`src/rtl/mem_bus_master.sv`:
```
// Byte-wide bus initiator: serialises instruction fetches and load/store accesses
// into 8-bit transactions, handling read latency, bus pauses and IO backpressure.
module mem_bus_master #(
  parameter int unsigned IO_SEL_HI = 17,
  parameter int unsigned IO_SEL_LO = 16
) (
  input  logic        clk_in,
  input  logic        rst_in,
  input  logic        rdy_in,
  input  logic        if_req,
  input  logic [31:0] if_addr,
  output logic        if_done,
  output logic [31:0] if_data,
  input  logic        ls_req,
  input  logic        ls_we,
  input  logic [1:0]  ls_size,
  input  logic        ls_signed,
  input  logic [31:0] ls_addr,
  input  logic [31:0] ls_wdata,
  output logic        ls_done,
  output logic [31:0] ls_rdata,
  input  logic [7:0]  mem_din,
  output logic [7:0]  mem_dout,
  output logic [31:0] mem_a,
  output logic        mem_wr,
  input  logic        io_buffer_full,
  output logic        busy
);

  localparam int unsigned IDX_W = 3;

  typedef enum logic [1:0] {IDLE, READ, WRITE, DONE} state_t;

  state_t            state, state_nxt;
  logic [31:0]       addr, wdata, rbuf, buf_cap, ext, wsh;
  logic [IDX_W-1:0]  cnt, iss, rcv;
  logic [1:0]        size;
  logic              sgn, is_ls, p0, p1;
  logic              io, issue_rd, last_cap, wr_go;

  logic [31:0]       mem_a_d, if_data_d, ls_rdata_d;
  logic [7:0]        mem_dout_d;
  logic              mem_wr_d, if_done_d, ls_done_d, busy_d;

  // p0: an issue is on the bus this cycle; p1: its data is on mem_din this cycle
  assign io       = (addr[IO_SEL_HI:IO_SEL_LO] == 2'b11);
  assign issue_rd = (iss < cnt) && (!io || !p0);
  assign last_cap = p1 && ((rcv + 3'd1) == cnt);
  assign wr_go    = (iss < cnt) && !(io && io_buffer_full);
  assign wsh      = wdata >> {iss[1:0], 3'b000};

  // Merge the arriving byte and apply load extension
  always_comb begin
    buf_cap = rbuf;
    buf_cap[{rcv[1:0], 3'b000} +: 8] = mem_din;
    case (size)
      2'b00:   ext = {{24{sgn & buf_cap[7]}}, buf_cap[7:0]};
      2'b01:   ext = {{16{sgn & buf_cap[15]}}, buf_cap[15:0]};
      default: ext = buf_cap;
    endcase
  end

  always_ff @(posedge clk_in or posedge rst_in) begin
    if (rst_in) state <= IDLE;
    else        state <= state_nxt;
  end

  // DONE always lasts one cycle so the done pulse stays single even if the bus pauses
  always_comb begin
    state_nxt = state;
    case (state)
      IDLE:    if (rdy_in && (ls_req || if_req))
                 state_nxt = (ls_req && ls_we) ? WRITE : READ;
      READ:    if (rdy_in && last_cap) state_nxt = DONE;
      WRITE:   if (rdy_in && (iss == cnt)) state_nxt = DONE;
      default: state_nxt = IDLE;
    endcase
  end

  always_comb begin
    mem_a_d    = '0;
    mem_wr_d   = 1'b0;
    mem_dout_d = mem_dout;
    if_done_d  = 1'b0;
    ls_done_d  = 1'b0;
    if_data_d  = if_data;
    ls_rdata_d = ls_rdata;
    busy_d     = (state_nxt != IDLE);
    if (!rdy_in && (state == READ || state == WRITE)) begin
      mem_a_d = mem_a;
    end else if (rdy_in) begin
      case (state)
        READ: begin
          if (issue_rd) mem_a_d = addr + 32'(iss);
          if (last_cap) begin
            if (is_ls) begin
              ls_done_d  = 1'b1;
              ls_rdata_d = ext;
            end else begin
              if_done_d = 1'b1;
              if_data_d = buf_cap;
            end
          end
        end
        WRITE: begin
          if (wr_go) begin
            mem_a_d    = addr + 32'(iss);
            mem_wr_d   = 1'b1;
            mem_dout_d = wsh[7:0];
          end else if (iss == cnt) begin
            ls_done_d = 1'b1;
          end
        end
        default: ;
      endcase
    end
  end

  always_ff @(posedge clk_in or posedge rst_in) begin
    if (rst_in) begin
      mem_a    <= '0;
      mem_wr   <= 1'b0;
      mem_dout <= '0;
      if_done  <= 1'b0;
      ls_done  <= 1'b0;
      if_data  <= '0;
      ls_rdata <= '0;
      busy     <= 1'b0;
    end else begin
      mem_a    <= mem_a_d;
      mem_wr   <= mem_wr_d;
      mem_dout <= mem_dout_d;
      if_done  <= if_done_d;
      ls_done  <= ls_done_d;
      if_data  <= if_data_d;
      ls_rdata <= ls_rdata_d;
      busy     <= busy_d;
    end
  end

  // Request latch and byte pointers; a pause rewinds reads to the first uncaptured byte
  always_ff @(posedge clk_in or posedge rst_in) begin
    if (rst_in) begin
      addr  <= '0;
      wdata <= '0;
      rbuf  <= '0;
      cnt   <= '0;
      iss   <= '0;
      rcv   <= '0;
      size  <= '0;
      sgn   <= 1'b0;
      is_ls <= 1'b0;
      p0    <= 1'b0;
      p1    <= 1'b0;
    end else if (!rdy_in) begin
      p0 <= 1'b0;
      p1 <= 1'b0;
      if (state == READ) iss <= rcv;
    end else begin
      case (state)
        IDLE: if (ls_req || if_req) begin
          iss  <= '0;
          rcv  <= '0;
          p0   <= 1'b0;
          p1   <= 1'b0;
          rbuf <= '0;
          if (ls_req) begin
            addr  <= ls_addr;
            wdata <= ls_wdata;
            size  <= ls_size;
            sgn   <= ls_signed;
            is_ls <= 1'b1;
            case (ls_size)
              2'b00:   cnt <= 3'd1;
              2'b01:   cnt <= 3'd2;
              default: cnt <= 3'd4;
            endcase
          end else begin
            addr  <= if_addr;
            size  <= 2'b10;
            sgn   <= 1'b0;
            is_ls <= 1'b0;
            cnt   <= 3'd4;
          end
        end
        READ: begin
          if (p1) begin
            rbuf <= buf_cap;
            rcv  <= rcv + 3'd1;
          end
          if (issue_rd) iss <= iss + 3'd1;
          p1 <= p0;
          p0 <= issue_rd;
        end
        WRITE: if (wr_go) iss <= iss + 3'd1;
        default: ;
      endcase
    end
  end

endmodule

```
`config.mk`:
```
export PLATFORM = sky130hd
export DESIGN_NAME = mem_bus_master
export DESIGN_NICKNAME = d
export VERILOG_FILES = /design/src/rtl/mem_bus_master.sv
export SDC_FILE = /design/constraint.sdc
export NUM_CORES = 1
export LEC_CHECK = 0
export ABC_AREA = 1
export CAP_MARGIN = 30
export CORE_MARGIN = 1
export CORE_UTILIZATION = 47
export CTS_CLUSTER_SIZE = 14
export DETAILED_ROUTE_END_ITERATION = 6
export GPL_TIMING_DRIVEN = 0
export HOLD_SLACK_MARGIN = 0.06
export PLACE_DENSITY = 0.88
export SYNTH_ARGS = -nofsm -noshare
export SYNTH_HDL_FRONTEND = slang
export SYNTH_SLANG_ARGS = --single-unit
```
`constraint.sdc`:
```
create_clock -name clk_in -period 7.8 [get_ports clk_in]
set_clock_uncertainty 0.2 [all_clocks]
set_input_delay 1.56 -clock clk_in [delete_from_list [all_inputs] [get_ports clk_in]]
set_output_delay 1.56 -clock clk_in [all_outputs]
set_load 0.01 [all_outputs]
```
Word level (Yosys, flattened, before mapping)
Cells that the tools add are included.
- word-level logic and storage cells: 125
- register bits after elaboration: 221
- bitwise operators: 4
- magnitude comparators: 1
- eq/ne operators: 13
- $add $sub $neg: 4
- multiplexer cells: 49
- reduce and logical (&&, ||, !) cells: 31
- shifts and indexed selects: 3
- operators by type and width (kind ; number):
    32-bit two-way mux ; 6
    32-bit one-hot mux with 2 select lines ; 3
    32-bit by 3-bit adder with 32-bit output ; 1
    32-bit bitwise mux ; 1
    8-bit by 7-bit variable shift with 32-bit output, first input constant ; 1
    8-bit by 7-bit variable part select with 32-bit output ; 1
    32-bit by 5-bit >> shifter with 8-bit output ; 1
    3-bit two-way mux ; 7
    1-bit two-way mux ; 20
    5-bit AND reduction ; 3
    3-bit one-hot mux with 2 select lines ; 2
    4-bit AND reduction ; 3
    2-bit two-way mux ; 5
    1-bit logical AND ; 9
    3-bit inequality test, second input constant ; 3
    3-bit one-hot mux with 3 select lines ; 1
    5-bit negator with 7-bit output ; 1
    3-bit by 1-bit adder with 3-bit output, second input constant ; 2
    2-bit by 1-bit equality test with 1-bit output, second input constant ; 3
    3-bit equality test ; 2
    2-bit zero test ; 3
    1-bit one-hot mux with 2 select lines ; 3
    2-bit one-hot mux with 3 select lines ; 1
    2-bit nonzero test ; 3
    11 further kinds ; 20

Longest topological paths before layout
Gate-level depths: netlist (run 1).
- depth after elaboration: 8
- gate-level depth with buffers: 13
- mapped depth without buffers: 13

Least setup slack after synthesis (run 1)
Ideal clock, no wire load.
- path kind: input -> register
- start point: input ls_req
- end point: register rcv[1]
- data required time: 7472 ps
- buffers on the path: 2
- path slack: 4959 ps
- arrival: 2513 ps
- cell stages on the path: 7
- path through: buf_2 > nor2_1 > nand2_1 > o21ai_1 > a211oi_4 > buf_2 > o22ai_1
- longest elaborated chain between the ends: 3
- RTL lines (what ; RTL line ; RTL):
    start, declared ; 14 ; input logic ls_req,
    1-bit logical OR ; 161 ; IDLE: if (ls_req || if_req) begin
    2-bit inequality test (no source line) ; n/a ;
    4-bit AND reduction (no source line) ; n/a ;
    end signal, assigned ; 189 ; rcv <= rcv + 3'd1;
    end, declared ; 36 ; logic [IDX_W-1:0] cnt, iss, rcv;
Every way passes these cells.
A chain may end at the register's enable or synchronous reset.

Worst setup path in the final report (run 1)
- start point: register mem_a[8]
- end point: output mem_a[8]
- RTL lines (what ; RTL line ; RTL):
    start, declared ; 24 ; output logic [31:0] mem_a,
    start signal, assigned ; 130 ; mem_a <= mem_a_d;
No word-level cell between the ends.

==> impl_metrics.yaml, run 1 <==
clock_network:
  worstSkewPairLatency_ns: 0.52
  cts_buffers: 23
  htree_levels: 1
  cts-root-buf: "clkbuf_16"
  cts_resized: 0
  cts_num_sinks: 221
  path_clk_slew_ns: 0.06
  cts_max_path_buffers: 3
  post_cts_buffers: 0
  cts_tree: "built"
  cts_hold_buf: 0
power:
  netSwitchingPower_mw: 1.71
  leakage_nw: 6.69
  seqPwrFrac: 0.394
  vdd_drop_max_mv: 0.190
  p_clk_frac: 0.242
  swShare: 0.390
  intPower_mw: 2.68
  power_density_nw_per_um2: 305
  combinationalPowerShare: 0.364
synthesis:
  synthMuxAreaShare: 0
  synth_fa_ha_area_frac: 0.0211
  yosys_register_bits: 221
  synth_top_family_by_area: "simple AND/OR/NAND/NOR gates"
  synth-simple-area-share: 0.250
  synth_xor_area_frac: 0.0166
  avgSynthCellArea_um2: 8.07
  syn_inst: 1365
  synth_compound_area_frac: 0.131
  synthArstFlopShare: 1.00
  synth-edff-count: 0
  ys_types: 43
  synth_top_flop_cell: "dfrtp_1"
  yosysSeqAreaShare: 0.502
  yosysWarnings: 0
  syn_nets: 1497
  synth_area_um2: 11000
critical_path:
  worst_ep_required_time_ns: 6.04
  cp_slowest_cell: "clkdlybuf4s50_1"
  critPathMaxFanout: 2
  cp_cell_sequence: "clkdlybuf4s50_1"
  cp.arrival_ns: 1.49
  start_kind: "register"
  end_kind: "output port"
  crit_buf_inv: 1
  crit_family: "buffers and inverters"
  cpPeakStageDelay_ns: 0.57
  path_class: "register to output port"
timing:
  rsz0062_at_grt: "false"
  relSlewSlack: 0.476
  finalHoldViolCount: 0
  slew_violations: 0
  finalCritPeriodShare: 0.417
  min_period_ns: 3.25
  tightest_slew_ns: 0.785
  finalWorstSetupSlack_ns: 4.55
  fmax_mhz: 308
  tns_ns: 0
  setup_violations: 0
  holdWs_ns: 0.266
grt:
  grt.total_usage: 0.265
  grt_pass1_vias: 9959
  antenna_found_initial: 0
  grtUsageMet2: 0.437
  use_met3: 0.0351
  met1_usage: 0.359
  grt_max_degree: 45
  busiest_layer: "met2"
  grt_overflow: 0
  grt_pass1_wl_um: 50800
layout:
  final_common_cell: "nand2_1"
  nets: 1747
  final_cell_mix: "nand2_1, dfrtp_1, clkdlybuf4s50_1, nor2_1, inv_1"
  drive_gt1_frac: 0.0841
  syn_to_final_growth_pct: 31.0
  antenna_cells: 0
routing:
  vias: 10200
  wirelength_um: 31100
  vias_per_cell: 5.24
  drc: 0
  drtIter0Drc: 651
  dr.pass1.iters: 5
  wl_per_cell_um: 16.0
  ant_nets: 0
placement:
  dp_slack_ns: 4.24
  io_buffers: 220
  gp_congestion: 0.946
  place.detailed.hpwl_um: 23700
floorplanning:
  fp.dieW_um: 155
  dieArea_um2: 24000
  fp.dieH_um: 155
  io_pins: 222
  row_count: 55
  core_area_um2: 22800
  initial_core_util: 0.483
min_path:
  hold_class: "register to register"
flow_run:
  maxCapViolations: 0
outcome:
  status: "finished, final reports clean"
-- cells in the mapped netlist (all sizes together), types with 2 or more instances --
cell type	instances	area (µm²)
nand3	40	210
o31ai	33	248
ha	17	213
a21oi	23	123
nand4	12	103
o22ai	65	419
nor3	5	25.0
clkbuf	18	67.6
xor2	7	68.8
o21ai	101	596
o21bai	2	15.0
xnor2	13	114
dfrtp	221	5530
inv	129	487
nand2	465	1750
nor2	160	636
buf	44	313
-- routing by layer --
| layer | routed length [µm] | share of wire |
|---|---|---|
| met3 | 2130 | 0.069 |
| met5 | 0 | 0 |
| met2 | 14700 | 0.47 |
| met1 | 13300 | 0.43 |
| met4 | 968 | 0.031 |
-- flip-flops by register name, summed over array words and instances (netlist names), 2 cells and up --
name and cells:
cnt 3, mem_dout 8, wdata 32, rcv 3, size 2, ls_rdata 32
if_data 32, iss 3, state 2, addr 32, mem_a 32, rbuf 32
-- metrics by stage --
stage / area [µm²] / power (mW) / util / cells
final: 14400 / 4.39 / 0.633 / 1942
after global routing: 14400 / 4.67 / 0.633 / 1942
after CTS: 14400 / 4.39 / 0.633 / 1942
after detailed placement: 13700 / 3.31 / 0.602 / 1903
after global placement: 13600 / 3.26 / 0.597 / 1898
after floorplan: 11000 / 2.70 / - / 1365
-- area by class of cell --
cell class,instances,area (µm²)
Clock buffer,35,661
Inverter,130,494
Timing Repair Buffer,225,2300
Tap cell,313,392
Clock inverter,4,51.3
Buffer,62,380
Sequential cell,221,5530
Fill cell,1885,8360
Multi-Input combinational cell,952,4610
-- cells by family (layout without fill, tap and decap cells) --
family | Yosys count | count (layout)
and+or+nand+nor | 686 | 686
buffers and inverters | 192 | 456
adders and majority gates | 18 | 18
xor gates and xnor gates | 20 | 20
AOI/OAI and AO/OA | 228 | 228
DFF | 221 | 221
-- final timing paths --
| check | from | end | slack [ns] | depth (start not counted) |
|---|---|---|---|---|
| worst min-delay path | wdata[3] | wdata[3] | 0.27 | 2 |
| max in group asynchronous | rst_in | ls_rdata[25] | 4.90 | 5 |
| worst max-delay path | mem_a[8] | mem_a[8] | 4.55 | 1 |
| worst min register to register | wdata[3] | wdata[3] | 0.27 | 2 |
| worst max register to register | iss[0] | mem_dout[1] | 4.94 | 9 |
| min in group asynchronous | rst_in | mem_a[20] | 1.33 | 2 |
-- power groups by stage --
stage	Clock (mW)	Combinational (mW)	Sequential (mW)
floorplan	0	1.03	1.67
global placement	0	1.53	1.73
detailed placement	0	1.58	1.73
CTS	1.07	1.59	1.72
global route	1.13	1.79	1.76
finish	1.06	1.60	1.73
No activity file was read; power rests on OpenSTA's default activity.
==> run 2, diff against run 1 <==
- CORE_UTILIZATION: 47 -> 52
- PLACE_DENSITY: 0.88 -> 0.92
- clock period: 7.8 -> 3.2 ns (I/O delays scaled with it)
==> run 2 against run 1 <==
  * Cell count fell by 2.2%
  * Critical path type is now register to register
  * Utilization grew 7.2 points
  * Largest power group unchanged
  * Worst hold slack better by 0.0037 ns
  * Sequential share of layout area shrank 0.080 points
  * Global-route usage is 3.4 points higher
==> impl_metrics.yaml, run 2 (same netlist as run 1, synthesis figures left out) <==
clock_network:
  worstSkewPairLatency_ns: 0.53
  htree_levels: 1
  cts-root-buf: "clkbuf_16"
  cts_max_path_buffers: 3
  cts_num_sinks: 221
  cts_tree: "built"
  path_clk_slew_ns: 0.07
  cts_buffers: 23
  cts_hold_buf: 0
routing:
  drc: 0
  vias: 10300
  drtIter0Drc: 705
  dr.pass1.iters: 5
  wl_per_cell_um: 16.6
  ant_nets: 0
  wirelength_um: 31600
  vias_per_cell: 5.41
power:
  leakage_nw: 6.74
  power_density_nw_per_um2: 753
  vdd_drop_max_mv: 0.519
layout:
  antenna_cells: 0
  final_cell_mix: "nand2_1, dfrtp_1, clkdlybuf4s50_1, nor2_1, inv_1"
  syn_to_final_growth_pct: 31.2
  final_common_cell: "nand2_1"
  fin_cells: 1900
  drive_gt1_frac: 0.0877
  nets: 1747
timing:
  relSlewSlack: 0.519
  finalHoldViolCount: 0
  fmax_mhz: 355
  rsz0062_at_grt: "false"
  slew_violations: 0
  min_period_ns: 2.82
  tightest_slew_ns: 0.721
  setup_violations: 0
  tns_ns: 0
  finalCritPeriodShare: 0.881
grt:
  antenna_found_initial: 0
  grt.total_usage: 0.298
  grt_overflow: 0
  grt_pass1_wl_um: 51700
  grt_max_degree: 47
  grt_pass1_vias: 10500
critical_path:
  end_kind: "register"
  cp.arrival_ns: 3.04
  worst_ep_required_time_ns: 3.42
  cp_slowest_cell: "dfrtp_1"
  r2r_setup_slack_ns: 0.38
  cpPeakStageDelay_ns: 0.53
  worstRegToRegCells: 9
  r2r_start: "iss[0]"
  critPathMaxFanout: 10
  start_kind: "register"
  rr_endpoint: "mem_dout[0]"
  critPathLaunch: "iss[0]"
  path_class: "register to register"
  cp_cell_sequence: "inv_1, clkbuf_1, ha_1, nand3b_1, nand4_1, nor2_4, inv_1, nand2_1, nand2_1"
floorplanning:
  fp.dieH_um: 148
  core_area_um2: 20500
  dieArea_um2: 21800
  fp.dieW_um: 148
  io_pins: 222
  initial_core_util: 0.537
  row_count: 52
placement:
  gp_congestion: 0.965
  io_buffers: 220
  place_inst: 1860
  place.detailed.hpwl_um: 23800
flow_run:
  maxCapViolations: 0
min_path:
  hp-start: "wdata[0]"
  hold_end: "wdata[0]"
  hold_class: "register to register"
  hold_depth: 2
outcome:
  status: "finished, final reports clean"
-- run 2: cell types whose count changed in the layout (fill, tap and decap cells not counted), sizes merged --
cell    previous run  this run
bufinv             1         3
clkinv             2         4
clkbuf            53        50
-- run 2: power breakdown --
part,switching (mW),internal [mW]
Combinational,2.40,1.50
Clock,1.10,1.70
Sequential,0.655,3.53
-- run 2: per-stage QoR --
stage	setup slack [ns]	utilization	power (mW)	instance area [µm²]	hold slack [ns]
after floorplan	-0.522	-	6.57	11000	0.237
after global placement	-2.00	0.661	7.88	13600	0.249
after detailed placement	0.287	0.666	8.03	13700	0.259
after CTS	0.225	0.705	10.9	14400	0.274
after global routing	0.191	0.705	11.5	14500	0.290
final	0.382	0.705	10.9	14500	0.269
-- run 2: metal layers --
metal	global-route usage	up-vias	wire, µm	share of wire
met5	0	-	0	0
met4	0.114	0	970	0.031
met3	0.0472	79	2400	0.076
met2	0.501	460	15100	0.48
met1	0.390	4877	13100	0.41
li1	-	4871	-	-
-- run 2: timing repair --
item                       in CTS  in global routing
buffers inserted                0                  0
gates resized for setup         0                  1
setup endpoints to repair       0                  6
-- run 2: how the worst max path moves through the flow --
stage               slack, ns          end
global route             0.19  mem_dout[7]
global placement        -2.00  mem_dout[1]
detailed placement       0.29  mem_dout[6]
CTS                      0.22  mem_dout[0]
floorplan               -0.52      addr[0]
finish                   0.38  mem_dout[0]
-- run 2: worst max-delay path, delay by kind of cell, from the launching register on --
kind / cells / cell delay, ns
adder cells (fa/ha/maj): 1 / 0.24
buffers and inverters: 3 / 0.85
flip-flops: 1 / 0.53
AND/OR/NAND/NOR: 5 / 0.89
-- run 2: area by class of cell --
cell class	count	area, µm²
Buffer	62	380
Clock inverter	8	121
Multi-Input combinational cell	952	4620
Inverter	130	494
Tap cell	270	338
Timing Repair Buffer	225	2300
Sequential cell	221	5530
Clock buffer	32	669
Fill cell	1570	6040
==> run 3, diff against run 2 <==
- ABC_AREA: 1 -> unset
- CORE_UTILIZATION: 52 -> 51
- GPL_ROUTABILITY_DRIVEN: unset -> 0
- PLACE_DENSITY: 0.92 -> 0.91
- SETUP_SLACK_MARGIN: unset -> 0.15
==> run 3 against run 2 <==
  * Power is 11% lower
  * Die area is 4.9% lower
  * Flip-flop and latch count stayed put
  * Largest power group unchanged
  * Largest cell class unchanged
  * Non-clock buffer count stayed put
  * Synthesized cell count is 30% lower
  * Worst setup slack worse by 0.13 ns
  * Critical endpoint is now if_data[19]
==> impl_metrics.yaml, run 3 <==
outcome:
  status: "finished, final reports clean"
clock_network:
  path_clk_slew_ns: 0.06
  cts_tree: "built"
  cts_num_sinks: 221
  worstSkewPairLatency_ns: 0.51
  htree_levels: 1
  cts-root-buf: "clkbuf_16"
  cts_max_path_buffers: 3
  cts_buffers: 23
critical_path:
  cp_slowest_cell: "dfrtp_1"
  rr_endpoint: "if_data[19]"
  worst_ep_required_time_ns: 3.38
  cp_cell_sequence: "buf_4, inv_1, ha_2, xor2_1, nor4_2, nor3b_4, buf_4, buf_6, mux2_2"
  crit_buf_inv: 4
  r2r_setup_slack_ns: 0.26
  critPathMaxFanout: 10
  worstRegToRegCells: 9
  end_kind: "register"
  cp.arrival_ns: 3.13
  crit_family: "buffers and inverters"
  critical_path.most_common_cell: "buf_4"
  r2r_start: "rcv[0]"
  path_class: "register to register"
  start_kind: "register"
  cpPeakStageDelay_ns: 0.42
  critPathLaunch: "rcv[0]"
layout:
  design_area_um2: 13700
  drive_gt1_frac: 0.133
  syn_to_final_growth_pct: 33.7
  nets: 1347
  regArea_um2: 5530
  fin_util: 0.700
  final_cell_mix: "dfrtp_1, clkdlybuf4s50_1, nand2_1, o21ai_0, mux2_2"
  fill_cells: 1394
  antenna_cells: 0
  multi_input_area_um2: 4330
timing:
  fmax_mhz: 340
  relSlewSlack: 0.400
  finalHoldViolCount: 0
  finalCritPeriodShare: 0.920
  setup_violations: 0
  tightest_slew_ns: 0.895
  rsz0062_at_grt: "false"
  tns_ns: 0
  slew_violations: 0
  min_period_ns: 2.94
floorplanning:
  io_pins: 222
  dieArea_um2: 20700
  fp.dieH_um: 144
  row_count: 51
  initial_core_util: 0.524
  core_area_um2: 19600
  fp.dieW_um: 144
grt:
  grt.total_usage: 0.276
  grt_max_degree: 45
  grt_pass1_vias: 8596
  antenna_found_initial: 1
  grt_overflow: 0
  grt_pass1_wl_um: 44200
synthesis:
  yosysSeqAreaShare: 0.539
  synth_top_flop_cell: "dfrtp_1"
  synth_top_area_cell: "dfrtp_1"
  yosys_register_bits: 221
  netlist.area_leader.share: 0.539
  syn_nets: 1088
  synth_area_um2: 10300
  synth_area_leaders: "dfrtp_1, mux2_2, nand2_1, o21ai_0, mux2i_1"
  avgSynthCellArea_um2: 10.7
  yosysWarnings: 0
  netlist_top_cells_count: "dfrtp_1, nand2_1, o21ai_0"
  synth-edff-count: 0
  syn_inst: 956
  synthArstFlopShare: 1.00
  ys_types: 58
  yosysMostFrequentCell: "dfrtp_1"
power:
  leakage_nw: 6.00
  vdd_drop_max_mv: 0.418
  power_density_nw_per_um2: 707
min_path:
  hold_end: "mem_a[18]"
  hold_depth: 2
  hp-start: "mem_a[18]"
  hold_class: "register to register"
routing:
  dr.pass1.iters: 5
  drtIter0Drc: 577
  wl_per_cell_um: 18.4
  vias: 8457
  ant_nets: 0
  wirelength_um: 27500
  vias_per_cell: 5.66
  drc: 0
placement:
  io_buffers: 221
  place.detailed.hpwl_um: 19900
  place_area_um2: 12900
flow_run:
  maxCapViolations: 0
run 3: layout make-up:
cell class | count | share of cell area
clock buffers | 32 | 0.0488
multi-input cells | 638 | 0.315
clock inverters | 7 | 0.00456
flip-flops and latches | 221 | 0.403
inverters | 44 | 0.0123
well taps | 265 | 0.0242
plain buffers | 53 | 0.0186
repair buffers | 234 | 0.173
run 3: repair_timing:
action / 4_1_cts / 5_1_grt
setup endpoints to repair: 56 / 43
pin swaps: 1 / 1
buffers inserted: 7 / 1
gates resized for setup: 2 / 4
hold buffers: 0 / 0
run 3: per-layer routing:
| metal | global-route usage | vias up | share of wire |
|---|---|---|---|
| met5 | 0 | - | 0.00040 |
| met2 | 0.480 | 376 | 0.51 |
| met3 | 0.0520 | 61 | 0.071 |
| met4 | 0.0913 | 2 | 0.027 |
| met1 | 0.345 | 4184 | 0.39 |
| li1 | - | 3834 | - |
run 3: where the power goes:
part	switching (mW)	internal, mW	total (mW)
Combinational	1.58	1.47	3.05
Clock	1.07	1.53	2.60
Sequential	0.555	3.50	4.06
Total	3.20	6.50	9.70
run 3: logic make-up after synthesis:
group,after synthesis,synth area share
and+or+nand+nor,275,0.125
DFF,221,0.539
AOI/OAI and AO/OA,199,0.115
muxes,113,0.129
buffers and inverters,97,0.0407
xor gates and xnor gates,33,0.0296
adders and majority gates,18,0.0227
run 3: stage by stage:
stage | setup slack [ns] | hold WS (ns) | power [mW] | instances
final | 0.256 | 0.279 | 9.70 | 1494
after floorplan | -0.522 | 0.242 | 5.81 | 956
after global routing | 0.157 | 0.309 | 10.3 | 1494
after detailed placement | -0.162 | 0.270 | 7.08 | 1447
after CTS | 0.231 | 0.285 | 9.72 | 1493
after global placement | -2.06 | 0.255 | 6.90 | 1442
run 3: worst min-delay path: stages, from the launching register on:
cell and delay (ns):
dfrtp_1 0.34, nand2_1 0.04, o21ai_0 0.06
run 3: how the worst max path moves through the flow:
| stage | to | slack, ns | cells after the start |
|---|---|---|---|
| after detailed placement | mem_a[30] | -0.16 | 8 |
| after CTS | if_data[19] | 0.23 | 9 |
| after global placement | addr[24] | -2.06 | 2 |
| after global routing | if_data[0] | 0.16 | 9 |
| final | if_data[19] | 0.26 | 9 |
| after floorplan | addr[0] | -0.52 | 1 |
